$ cat config.mk
export PLATFORM = sky130hd
export DESIGN_NAME = seg_scan_driver_flat
export DESIGN_NICKNAME = d
export VERILOG_FILES = /design/src/rtl/display_pkg.sv /design/src/rtl/seg_scan_driver_if.sv /design/src/rtl/bcd_to_seg7.sv /design/src/rtl/seg_scan_driver.sv /design/src/flat_wrapper.sv
export SDC_FILE = /design/constraint.sdc
export NUM_CORES = 1
export LEC_CHECK = 0
export BUFFER_PORTS_ARGS = -buffer_cell sky130_fd_sc_hd__buf_4
export CAP_MARGIN = 20
export CORE_ASPECT_RATIO = 1.5
export CORE_MARGIN = 3
export CORE_UTILIZATION = 40
export DETAILED_ROUTE_END_ITERATION = 8
export GPL_ROUTABILITY_DRIVEN = 0
export PLACE_DENSITY = 0.63
export SETUP_SLACK_MARGIN = 0.05
export SKIP_CTS_REPAIR_TIMING = 1
export SYNTH_ARGS = -nofsm -noshare
export SYNTH_HDL_FRONTEND = slang
export SYNTH_SLANG_ARGS = --single-unit
$ cat constraint.sdc
create_clock -name clk -period 6.5 [get_ports clk]
set_clock_uncertainty 0.2 [all_clocks]
set_input_delay 0.325 -clock clk [delete_from_list [all_inputs] [get_ports clk]]
set_output_delay 0.325 -clock clk [all_outputs]
set_load 0.05 [all_outputs]
$ cat src/rtl/display_pkg.sv
// Shared constants for the 7-segment scan driver: digit count, active-low segment codes.
// Pure declarations, no logic.
package display_pkg;
    localparam int NUM_DIGITS = 4;

    // Active-low {g,f,e,d,c,b,a}
    localparam logic [6:0] SEG7_0 = 7'b1000000;
    localparam logic [6:0] SEG7_1 = 7'b1111001;
    localparam logic [6:0] SEG7_2 = 7'b0100100;
    localparam logic [6:0] SEG7_3 = 7'b0110000;
    localparam logic [6:0] SEG7_4 = 7'b0011001;
    localparam logic [6:0] SEG7_5 = 7'b0010010;
    localparam logic [6:0] SEG7_6 = 7'b0000010;
    localparam logic [6:0] SEG7_7 = 7'b1111000;
    localparam logic [6:0] SEG7_8 = 7'b0000000;
    localparam logic [6:0] SEG7_9 = 7'b0010000;

    localparam logic [6:0] SEG_BLANK = 7'h7F;
    localparam logic [3:0] AN_OFF    = 4'hF;
endpackage

$ cat src/rtl/seg_scan_driver_if.sv
// Display bus: digit/dp/control inputs toward the driver, active-low AN/SEG pins back.
// No handshake; the driver samples every cycle.
interface seg_scan_driver_if;
    import display_pkg::*;

    logic                        en;
    logic [4*NUM_DIGITS-1:0]     digits;
    logic [NUM_DIGITS-1:0]       dp_in;
    logic                        lz_blank;
    logic [NUM_DIGITS-1:0]       AN;
    logic [7:0]                  SEG;

    modport master (output en, digits, dp_in, lz_blank, input AN, SEG);
    modport slave  (input en, digits, dp_in, lz_blank, output AN, SEG);
endinterface

$ cat src/rtl/bcd_to_seg7.sv
// Combinational BCD to active-low 7-segment code; 10..15 decode to all segments off.
// Zero latency, no backpressure.
module bcd_to_seg7
    import display_pkg::*;
(
    input  logic [3:0] i_bcd,
    output logic [6:0] o_seg
);
    always_comb begin
        o_seg = SEG_BLANK;
        case (i_bcd)
            4'd0:    o_seg = SEG7_0;
            4'd1:    o_seg = SEG7_1;
            4'd2:    o_seg = SEG7_2;
            4'd3:    o_seg = SEG7_3;
            4'd4:    o_seg = SEG7_4;
            4'd5:    o_seg = SEG7_5;
            4'd6:    o_seg = SEG7_6;
            4'd7:    o_seg = SEG7_7;
            4'd8:    o_seg = SEG7_8;
            4'd9:    o_seg = SEG7_9;
            default: o_seg = SEG_BLANK;
        endcase
    end
endmodule

$ cat src/rtl/seg_scan_driver.sv
// 4-digit multiplexed 7-segment driver with per-slot blanking, per-frame snapshot and LZ blanking.
// Pins are registered (1-cycle latency from cnt/idx); no backpressure, pins go dark on en/rst drop.
module seg_scan_driver
    import display_pkg::*;
#(
    parameter int SCAN_DIV  = 50000,
    parameter int BLANK_CYC = 500
) (
    input  logic               clk,
    input  logic               rst,
    seg_scan_driver_if.slave   bus
);
    localparam int CW = (SCAN_DIV > 1) ? $clog2(SCAN_DIV) : 1;
    localparam logic [CW-1:0] CNT_LAST  = CW'(SCAN_DIV - 1);
    localparam logic [CW-1:0] CNT_BLANK = CW'(BLANK_CYC);

    logic [CW-1:0]              r_cnt;
    logic [1:0]                 r_idx;
    logic [4*NUM_DIGITS-1:0]    r_snap_dig;
    logic [NUM_DIGITS-1:0]      r_snap_dp;
    logic [NUM_DIGITS-1:0]      r_an;
    logic [7:0]                 r_seg;

    logic [3:0]                 w_dig;
    logic [6:0]                 w_seg7;
    logic [NUM_DIGITS-1:0]      w_zero;
    logic                       w_lz_hide;
    logic                       w_show;
    logic                       w_frame_start;
    logic [6:0]                 w_seg_body;

    assign w_dig = r_snap_dig[{r_idx, 2'b00} +: 4];

    bcd_to_seg7 u_bcd_to_seg7 (
        .i_bcd (w_dig),
        .o_seg (w_seg7)
    );

    always_comb begin
        for (int i = 0; i < NUM_DIGITS; i++) begin
            w_zero[i] = (r_snap_dig[4*i +: 4] == 4'd0);
        end
    end

    // A digit is leading only if it and every digit to its left are zero; digit 0 always shows.
    always_comb begin
        w_lz_hide = 1'b0;
        case (r_idx)
            2'd3:    w_lz_hide = w_zero[3];
            2'd2:    w_lz_hide = w_zero[3] & w_zero[2];
            2'd1:    w_lz_hide = w_zero[3] & w_zero[2] & w_zero[1];
            default: w_lz_hide = 1'b0;
        endcase
        w_lz_hide = w_lz_hide & bus.lz_blank;
    end

    assign w_show        = (r_cnt >= CNT_BLANK);
    assign w_frame_start = (r_cnt == '0) && (r_idx == 2'd0);
    assign w_seg_body    = w_lz_hide ? SEG_BLANK : w_seg7;

    always_ff @(posedge clk) begin
        if (!rst) begin
            r_cnt      <= '0;
            r_idx      <= 2'd0;
            r_snap_dig <= '0;
            r_snap_dp  <= '0;
            r_an       <= AN_OFF;
            r_seg      <= 8'hFF;
        end else if (!bus.en) begin
            r_cnt <= '0;
            r_idx <= 2'd0;
            r_an  <= AN_OFF;
            r_seg <= 8'hFF;
        end else begin
            // Snapshot lands during slot 0's blanking, so no shown cycle ever mixes frames.
            if (w_frame_start) begin
                r_snap_dig <= bus.digits;
                r_snap_dp  <= bus.dp_in;
            end

            if (r_cnt == CNT_LAST) begin
                r_cnt <= '0;
                r_idx <= r_idx + 2'd1;
            end else begin
                r_cnt <= r_cnt + 1'b1;
            end

            if (w_show) begin
                r_an  <= ~(4'b0001 << r_idx);
                r_seg <= {~r_snap_dp[r_idx], w_seg_body};
            end else begin
                r_an  <= AN_OFF;
                r_seg <= 8'hFF;
            end
        end
    end

    assign bus.AN  = r_an;
    assign bus.SEG = r_seg;
endmodule

$ cat src/flat_wrapper.sv
// flat-port wrapper written by rule: the top's interface ports become plain ports
module seg_scan_driver_flat import display_pkg::*;
#(
    parameter int SCAN_DIV  = 50000,
    parameter int BLANK_CYC = 500
)
  (clk, rst, bus_en, bus_digits, bus_dp_in, bus_lz_blank, bus_AN, bus_SEG);
  seg_scan_driver_if bus_i ();
  input  logic clk;
  input  logic rst;
  input wire logic [$bits(bus_i.en)-1:0] bus_en;
  input wire logic [$bits(bus_i.digits)-1:0] bus_digits;
  input wire logic [$bits(bus_i.dp_in)-1:0] bus_dp_in;
  input wire logic [$bits(bus_i.lz_blank)-1:0] bus_lz_blank;
  output wire logic [$bits(bus_i.AN)-1:0] bus_AN;
  output wire logic [$bits(bus_i.SEG)-1:0] bus_SEG;
  assign bus_i.en = bus_en;
  assign bus_i.digits = bus_digits;
  assign bus_i.dp_in = bus_dp_in;
  assign bus_i.lz_blank = bus_lz_blank;
  assign bus_AN = bus_i.AN;
  assign bus_SEG = bus_i.SEG;
  seg_scan_driver #(.SCAN_DIV(SCAN_DIV), .BLANK_CYC(BLANK_CYC)) u_core (.clk(clk), .rst(rst), .bus(bus_i));
endmodule
-- Word-level counts from Yosys, hierarchy flattened
Memory sizes are Yosys's and may differ from the RTL's. A register that Yosys moved wholly into a read port is not among the register bits.
Cells that the tools add are included.
- logic and storage cells: 39
- bits in read-only memories: 112
- bits of input ports: 24
- flip-flop bits (word level): 43
- output and inout bits: 12
- memories: 1
- memories (memory ; depth ; width ; rd ports ; clocked after memory_dff ; wr ports ; line ; source):
    (name not given) ; 16 ; 7 ; 1 ; 1 ; 0 ; bcd_to_seg7.sv:11 ; case (i_bcd)
- equal/unequal tests: 4
- add/subtract/negate cells: 2
- reduce and logical (&&, ||, !) cells: 11
- magnitude comparators: 2
- multiplexer cells: 3
- bitwise logic cells: 8
- shifts and indexed selects: 2
- operators with widths (operator ; number):
    adder 16 x 1 -> 16 bit, second input constant ; 1
    equality test 16 bit, second input constant ; 1
    greater-or-equal comparator 16 x 9 -> 1 bit, second input constant ; 1
    zero test 16 bit ; 1
    indexed part select 16 x 5 -> 4 bit ; 1
    zero test 4 bit ; 3
    equality test 2 bit, second input constant ; 2
    NOT 1 bit ; 4
    NOT 4 bit ; 1
    AND reduction 2 bit ; 2
    OR reduction 4 bit ; 1
    << shifter 1 x 2 -> 4 bit, first input constant ; 1
    bitwise AND 1 bit ; 3
    less-than comparator 2 x 3 -> 1 bit, second input constant ; 1
    case mux 1 bit (3 select lines) ; 1
    AND reduction 3 bit ; 1
    OR reduction 3 bit ; 1
    adder 2 x 1 -> 2 bit, second input constant ; 1
    binary-select mux 1 bit (select 2 bit) ; 1
    equality test 2 x 1 -> 1 bit, second input constant ; 1
    zero test 2 bit ; 1
    logical AND 1 bit ; 1
    2-to-1 mux 1 bit ; 1

-- Logic depth before layout (Yosys ltp)
Gate-level depths: netlist (run 1).
- depth after elaboration: 6
- mapped depth: 8
- gate-level depth less buffers: 7

-- Hierarchy
Synthesis (run 1) repeated with hierarchy kept, for this count alone.
- cell total of the unflattened synthesis: 265
- area, all modules: 2418.6 um^2
- by module, submodules not included (module ; times used ; cells each ; area an instance (um^2)):
    seg_scan_driver ; 1 ; 232 ; 2208.4
    bcd_to_seg7 ; 1 ; 33 ; 210.2

-- Worst setup path before layout (run 1)
No wires, ideal clock.
- path type: reg-to-reg
- from: reg u_core.r_idx[0]
- to: reg u_core.r_seg[4] (netlist: u_core.bus.SEG[4])
- buffers on the path: 1
- period minus slack after synthesis: 2.177 ns
- setup slack: 4.323 ns
- arrival: 1.829 ns
- cell stages (with the launch flop): 9
- required time: 6.152 ns
- path through: dfxtp_1 buf_6 mux4_1 inv_1 ha_1 inv_1 mux2_2 o21ai_0 nand3_1
- word-level cells in the longest chain between the ends: 4
- elaborated cells between the ends (all ways): 7
- classes of those cells: 3 x eq/ne; 1 x shift; 1 x mux; 1 x bitwise; 1 x reduce/logical
- ends and longest elaborated chain (item ; line ; source):
    from (decl) ; seg_scan_driver.sv:18 ; logic [1:0] r_idx;
    from (signal assigned) ; seg_scan_driver.sv:83 ; r_idx <= r_idx + 2'd1;
    equality test 2 x 1 -> 1 bit or equality test 2 bit (tied branches) ; seg_scan_driver.sv:48 ; case (r_idx)
    case mux 1 bit (3 select lines) ; seg_scan_driver.sv:48 ;
    bitwise AND 1 bit ; seg_scan_driver.sv:54 ; w_lz_hide = w_lz_hide & bus.lz_blank;
    OR reduction 4 bit (no line) ; - ;
    to (decl) ; seg_scan_driver.sv:22 ; logic [7:0] r_seg;
Several ways; a longest one is shown, not always the timed one.
A chain may end at the register's enable or synchronous reset.

-- Worst setup path after layout (run 1)
Ends and elaborated chain as after synthesis.

==> key figures, run 1 <==
Power and ir drop
  – Total power per unit cell area: 207 nW/um2
  – LEAKAGE: 1.04 nW
  – Pint: 0.455 mW
  – Gate power share: 8.5%
  – NetSw: ~0.13 mW
  – Net Sw Frac: a little under a quarter
  – Peak supply drop: between 0.09 and 0.1 mV
  – Sequential Power Share: about 54%
  – Clock group share of total power: 37.1%

Routing
  – Post-DR wirelength/cell: between 10 and 15 um
  – DRT antenna net count: 0
  – 1st-iter DRT viols: 49
  – DRC errors left: 0
  – Final WL: 5280 um
  – TritonRoute pass-1 iters: 4
  – Vias per cell: 5.40
  – DR vias: 1978

Cells and area
  – Fillers: 588
  – Synthesis-to-layout area growth: 16.3%
  – Final net count: 329
  – Diodes inserted: 0
  – Share of cells above drive strength 1: around 17%

Clock tree
  – Root Driver: clkbuf_8
  – Clk_lat worst skew: 300 ps
  – Total CTS buffers: 5
  – Clock slew at the register clock pins of the worst setup and hold paths: 100 ps
  – Max Root-Sink Buffers: 2
  – CTS tree: done
  – Htree depth: 2
  – Clock sinks: 50

Setup path
  – CP Max Fanout: 9
  – Crit path DAT: 2450 ps
  – Critical path class: flip-flop to flip-flop
  – Worst setup SP type: flip-flop
  – WP data required: 6460 ps
  – Crit. End Element: flip-flop

Floorplanning
  – I/O Pins: 36
  – Core ar.: 5870 um2
  – Die Ht: 102 um
  – Initial core utilization: approximately two fifths
  – Die ar.: 7110 um2
  – Die W: ~70 um
  – Core Rows: 34

Timing
  – Fin. max-slew vios: 0
  – Hold Slack: 78.2 ps
  – Peak Freq: 0.402 GHz
  – Worst-Margin Slew: ~770 ps
  – Worst slew margin: 48.7%
  – Final Cycle Share: 38.3%
  – RSZ-0062 raised after global routing: false
  – Min Tclk post-route: 2490 ps
  – Final setup fails: 0
  – Total Neg Setup Slack: 0 ps
  – Final Hold Violating Endpoints: 0

Synthesis
  – Ys Warns: 0
  – Syn_nets: 300
  – Post-synth EDFFs: 0
  – Largest area contributor in the netlist: dfxtp_1
  – Mapped Area: about 2400 um2
  – Predominant post-synthesis flop cell: dfxtp_1
  – Sequential share of the synthesized area: 40.9%
  – Synth top area share: 40.9%
  – Mux cell area share after synthesis: 6.81%
  – Main combinational cell family by area after synthesis: simple AND/OR/NAND/NOR gates
  – Mean Syn Cell Area: 9.26 um2
  – Top post-synthesis cells by area: dfxtp_1 41%, nand3_1 6.3%, ha_1 6.1%
  – Post-synthesis register bit count: 50
  – Synth Area in XOR/XNOR: 3.94%
  – Synth Instances: 264
  – Netlist cell types: 41
  – Post-synthesis compound-gate area fraction: 16.7%
  – Simple-gate share of the synthesized area: 21.0%
  – Synth async-reset ratio: 0%
  – Synthesized-area fraction occupied by adder cells: between 6 and 7%

Global routing
  – Initial antenna violation count: 0
  – Global-route wire length before repair: 8950 um
  – All-Layer GR Usage: 15.5%
  – Gr ovfl total: 0
  – Pin count of the biggest net entering global routing: 22
  – Vias in the first global route: 1974

Worst hold path
  – Hold Path Class: input port to flip-flop

Placement
  – DPL Wire Length: 3970 um
  – IO Port Bufs: 35

Status
  – Outcome: finished, final reports clean

Run
  – Max Cap Viol: 0
power by group through the flow:
stage	Clock, mW	Sequential, mW	Combinational (mW)
2_1_floorplan	0	0.325	0.0338
3_3_place_gp	0	0.327	0.0493
3_5_place_dp	0	0.327	0.0503
4_1_cts	0.223	0.320	0.0504
5_1_grt	0.235	0.322	0.0571
6_report	0.218	0.320	0.0502
state kept, by name, summed over array words and instances (netlist names):
register / count
u_core.bus.SEG: 8
u_core.r_cnt: 16
u_core.r_snap_dig: 16
u_core.r_snap_dp: 4
u_core.bus.AN: 4
u_core.r_idx: 2
final timing paths:
check	from	cells past startpoint	endpoint	slack, ps
setup / recovery	u_core.r_idx[0]	7	u_core.bus.SEG[4]	4010
hold / removal	bus_digits[1]	3	u_core.r_snap_dig[1]	80
setup reg to reg	u_core.r_idx[0]	7	u_core.bus.SEG[4]	4010
hold reg to reg	u_core.r_cnt[0]	1	u_core.r_cnt[0]	280
Yosys cell counts, drive strengths merged, types with 2 or more instances:
cell type / count
and4: 6
ha: 12
nor4: 2
mux2: 2
and2: 2
nand3b: 2
inv: 10
nor3: 4
nand2: 15
a21oi: 5
nor2: 17
nand3: 31
buf: 5
o21ai: 28
clkbuf: 9
or3: 2
o211ai: 3
or4: 3
nand4: 4
xnor2: 5
xor2: 6
mux4: 5
a21boi: 20
dfxtp: 50
and3: 4
mux2i: 2
metal layers:
metal	track usage, %	vias up	routed length, um	share of wire, %
met5	0	-	0	0
met4	4.28	0	48	0.91
met3	2.68	4	128	2.4
met2	30.9	26	2900	55
met1	16.6	938	2200	42
li1	-	1010	-	-
cell usage in the layout, fill, tap and decap left out, types with 3 or more instances in the layout:
cell and instances:
dfxtp_1 50, buf_4 36, nand3_1 31, o21ai_0 28
a21boi_0 18, nor2_1 17, nand2_1 15, ha_1 12
inv_1 10, and4_1 6, xor2_1 6, xnor2_1 5
a21oi_1 5, clkbuf_8 5, nor3_1 4, and3_1 4
nand4_1 4, mux4_1 3, or4_1 3, o211ai_1 3
cell families after synthesis:
| family | Yosys count |
|---|---|
| buffers and inverters | 24 |
| muxes | 9 |
| DFF | 50 |
| adders and majority gates | 12 |
| xor gates and xnor gates | 11 |
| and+or+nand+nor | 95 |
| AOI/OAI and AO/OA | 63 |
layout make-up:
cell class              count  area (um2)  area share, %
inverters                  10        37.5           1.32
flip-flops and latches     50        1000           35.2
clock buffers               6        72.6           2.55
clock inverters             2        37.5           1.32
multi-input cells         190        1330           46.9
well taps                  72        90.1           3.17
repair buffers             36         270           9.51
through the flow:
step           area [um2]  power, mW  utilization [%]  cells  setup WS, ps
2_1_floorplan        2440      0.358                -    264          4320
3_3_place_gp         2730      0.377             46.4    357          4040
3_5_place_dp         2730      0.378             46.4    357          4050
4_1_cts              2840      0.594             48.3    365          4030
5_1_grt              2840      0.614             48.4    366          3680
6_report             2840      0.589             48.4    366          4010
critical path, cell delays in order (launching register included):
cell and delay (ps):
dfxtp_1 610, mux4_1 690, inv_1 130, ha_1 150
inv_1 50, mux2_2 250, o21ai_0 170, nand3_1 90
Note: power is estimated with default switching activity, not from simulation.
==> run 2: changes to the inputs <==
Clock period 6.5 ns to 2.59 ns, I/O delays scaled along.
==> key figures, run 2 (synthesized netlist as in run 1, its figures left out) <==
Global routing
  – Vias in the first global route: 1964 (-0.51%)
  – All-Layer GR Usage: 15.6% (+0.12 points)
  – Global-route wire length before repair: 8750 um (-2.2%)
  – Pin count of the biggest net entering global routing: 22 (unchanged)
  – Initial antenna violation count: 0 (unchanged)
  – Gr ovfl total: 0 (unchanged)

Routing
  – TritonRoute pass-1 iters: 4 (unchanged)
  – Vias per cell: 5.38 (-0.53%)
  – DRC errors left: 0 (unchanged)
  – DR vias: 2102 (+6.3%)
  – Post-DR wirelength/cell: 15.2 um (+5.6%)
  – 1st-iter DRT viols: 54 (+10%)
  – Final WL: 5960 um (+13%)
  – DRT antenna net count: 0 (unchanged)

Setup path
  – Critical path class: flip-flop to flip-flop
  – FF-to-FF setup slack: 230 ps (-3790 ps)
  – Crit-path slowest cell: nor4bb_1
  – CP Cell Sequence: inv_1 -> ha_1 -> nor4bb_1 -> and4_1 -> buf_4 -> nand3_1 -> a21boi_0
  – CP delay by family, top: simple AND/OR/NAND/NOR gates
  – CP bufs+invs: 2 (unchanged)
  – Worst setup SP type: flip-flop
  – CP Max Fanout: 11 (+2)
  – Crit. End Element: flip-flop
  – Crit-path max cell delay: 510 ps (-180 ps)
  – Crit path DAT: 2390 ps (-60 ps)
  – WP data required: 2620 ps (-3840 ps)

Run
  – Max Cap Viol: 0 (unchanged)

Timing
  – Final Hold Violating Endpoints: 0 (unchanged)
  – Min Tclk post-route: 2360 ps (-122 ps)
  – Fin. max-slew vios: 0 (unchanged)
  – Final setup fails: 0 (unchanged)
  – Peak Freq: 0.423 GHz (+5.2%)
  – Worst setup margin: 225 ps (-3790 ps)
  – Worst-Margin Slew: 729 ps (-37.2 ps)
  – Hold Slack: 47.5 ps (-30.7 ps)
  – Total Neg Setup Slack: 0 ps (unchanged)
  – Final Cycle Share: 91.3% (+53 points)
  – RSZ-0062 raised after global routing: false
  – Worst slew margin: 51.2% (+2.5 points)

Cells and area
  – Synthesis-to-layout area growth: 25.5%
  – Share of cells above drive strength 1: 16.6% (-0.052 points)
  – Finished Core Util: 52.3% (+3.9 points)
  – Final net count: 356 (+8.2%)
  – Fin cells: 391 (+6.8%)
  – Fillers: 547 (-7.0%)
  – Commonest non-fill, non-tap cell in the layout: dfxtp_1
  – Diodes inserted: 0 (unchanged)
  – Final Instance Area: 3070 um2 (+8.0%)
  – Commonest non-fill, non-tap cells in the layout: 50 x dfxtp_1, 41 x buf_4, 31 x nand3_1

Floorplanning
  – Die W: 69.8 um (unchanged)
  – I/O Pins: 36 (unchanged)
  – Initial core utilization: 41.6% (unchanged)
  – Core Rows: 34 (unchanged)
  – Die Ht: 102 um (unchanged)
  – Core ar.: 5870 um2 (unchanged)
  – Die ar.: 7110 um2 (unchanged)

Placement
  – IO Port Bufs: 35 (unchanged)
  – Worst slack at placement: 229 ps (-3820 ps)
  – Placed Instances: 363 (+1.7%)
  – Placed cell area: 2770 um2 (+1.7%)
  – DPL Wire Length: 4120 um (+3.8%)

Clock tree
  – Htree depth: 2 (unchanged)
  – Max Root-Sink Buffers: 2 (unchanged)
  – Clock slew at the register clock pins of the worst setup and hold paths: 80 ps (-20 ps)
  – CTS tree: done
  – Clk_lat worst skew: 300 ps (about the same)
  – Clock sinks: 50 (unchanged)
  – Root Driver: clkbuf_8
  – Total CTS buffers: 5 (unchanged)

Worst hold path
  – Hold Path Class: input port to flip-flop

Power and ir drop
  – Tot Pwr: 1.41 mW (+140%)
  – Peak supply drop: 0.250 mV (+160%)
  – Total power per unit cell area: 461 nW/um2 (+120%)
  – LEAKAGE: 1.15 nW (+10%)

Status
  – Outcome: finished, final reports clean
-- run 2: cell count changes in the layout (fill, tap and decap cells not counted) --
cell and change:
buf_4 +5, bufinv_16 -1, clkbuf_1 -1, clkinvlp_4 -1, dlygate4sd3_1 +21, clkbuf_8 +1, nand4_1 +1
-- run 2: layout make-up --
cell class	instances	area [um2]	share of cell area, %
tap	72	90.1	2.94
multi-input combinational	191	1340	43.7
sequential	50	1000	32.6
clock buffer	6	82.6	2.69
timing repair buffer	62	518	16.9
inverter	10	37.5	1.22
-- run 2: worst paths after layout --
path | startpoint | endpoint | cells after the start
max | u_core.r_cnt[0] | u_core.r_snap_dig[10] | 7
min | bus_en | u_core.r_cnt[2] | 3
max reg2reg | u_core.r_cnt[0] | u_core.r_snap_dig[10] | 7
min reg2reg | u_core.r_snap_dp[0] | u_core.r_snap_dp[0] | 2
-- run 2: routing by layer --
metal / routed length [um] / part of all wire, % / GRT usage, % / vias up
li1: - / - / - / 1060
met1: 2210 / 37 / 14.8 / 994
met2: 3430 / 58 / 31.3 / 36
met3: 189 / 3.2 / 3.48 / 12
met4: 124 / 2.1 / 7.37 / 0
met5: 0 / 0 / 0 / -
-- run 2: worst register-to-register path, delay by kind of cell, from the launching register on --
kind | cells | cell delay [ps]
buffers and inverters | 2 | 310
adders and majority gates | 1 | 130
AOI/OAI and AO/OA | 1 | 170
DFF | 1 | 350
and+or+nand+nor | 3 | 1140
-- run 2: report_power, final --
group,leakage (nW),internal (mW),switching (mW)
Sequential,0.407,0.789,0.0148
Combinational,0.699,0.0877,0.0715
Clock,0.0431,0.207,0.245
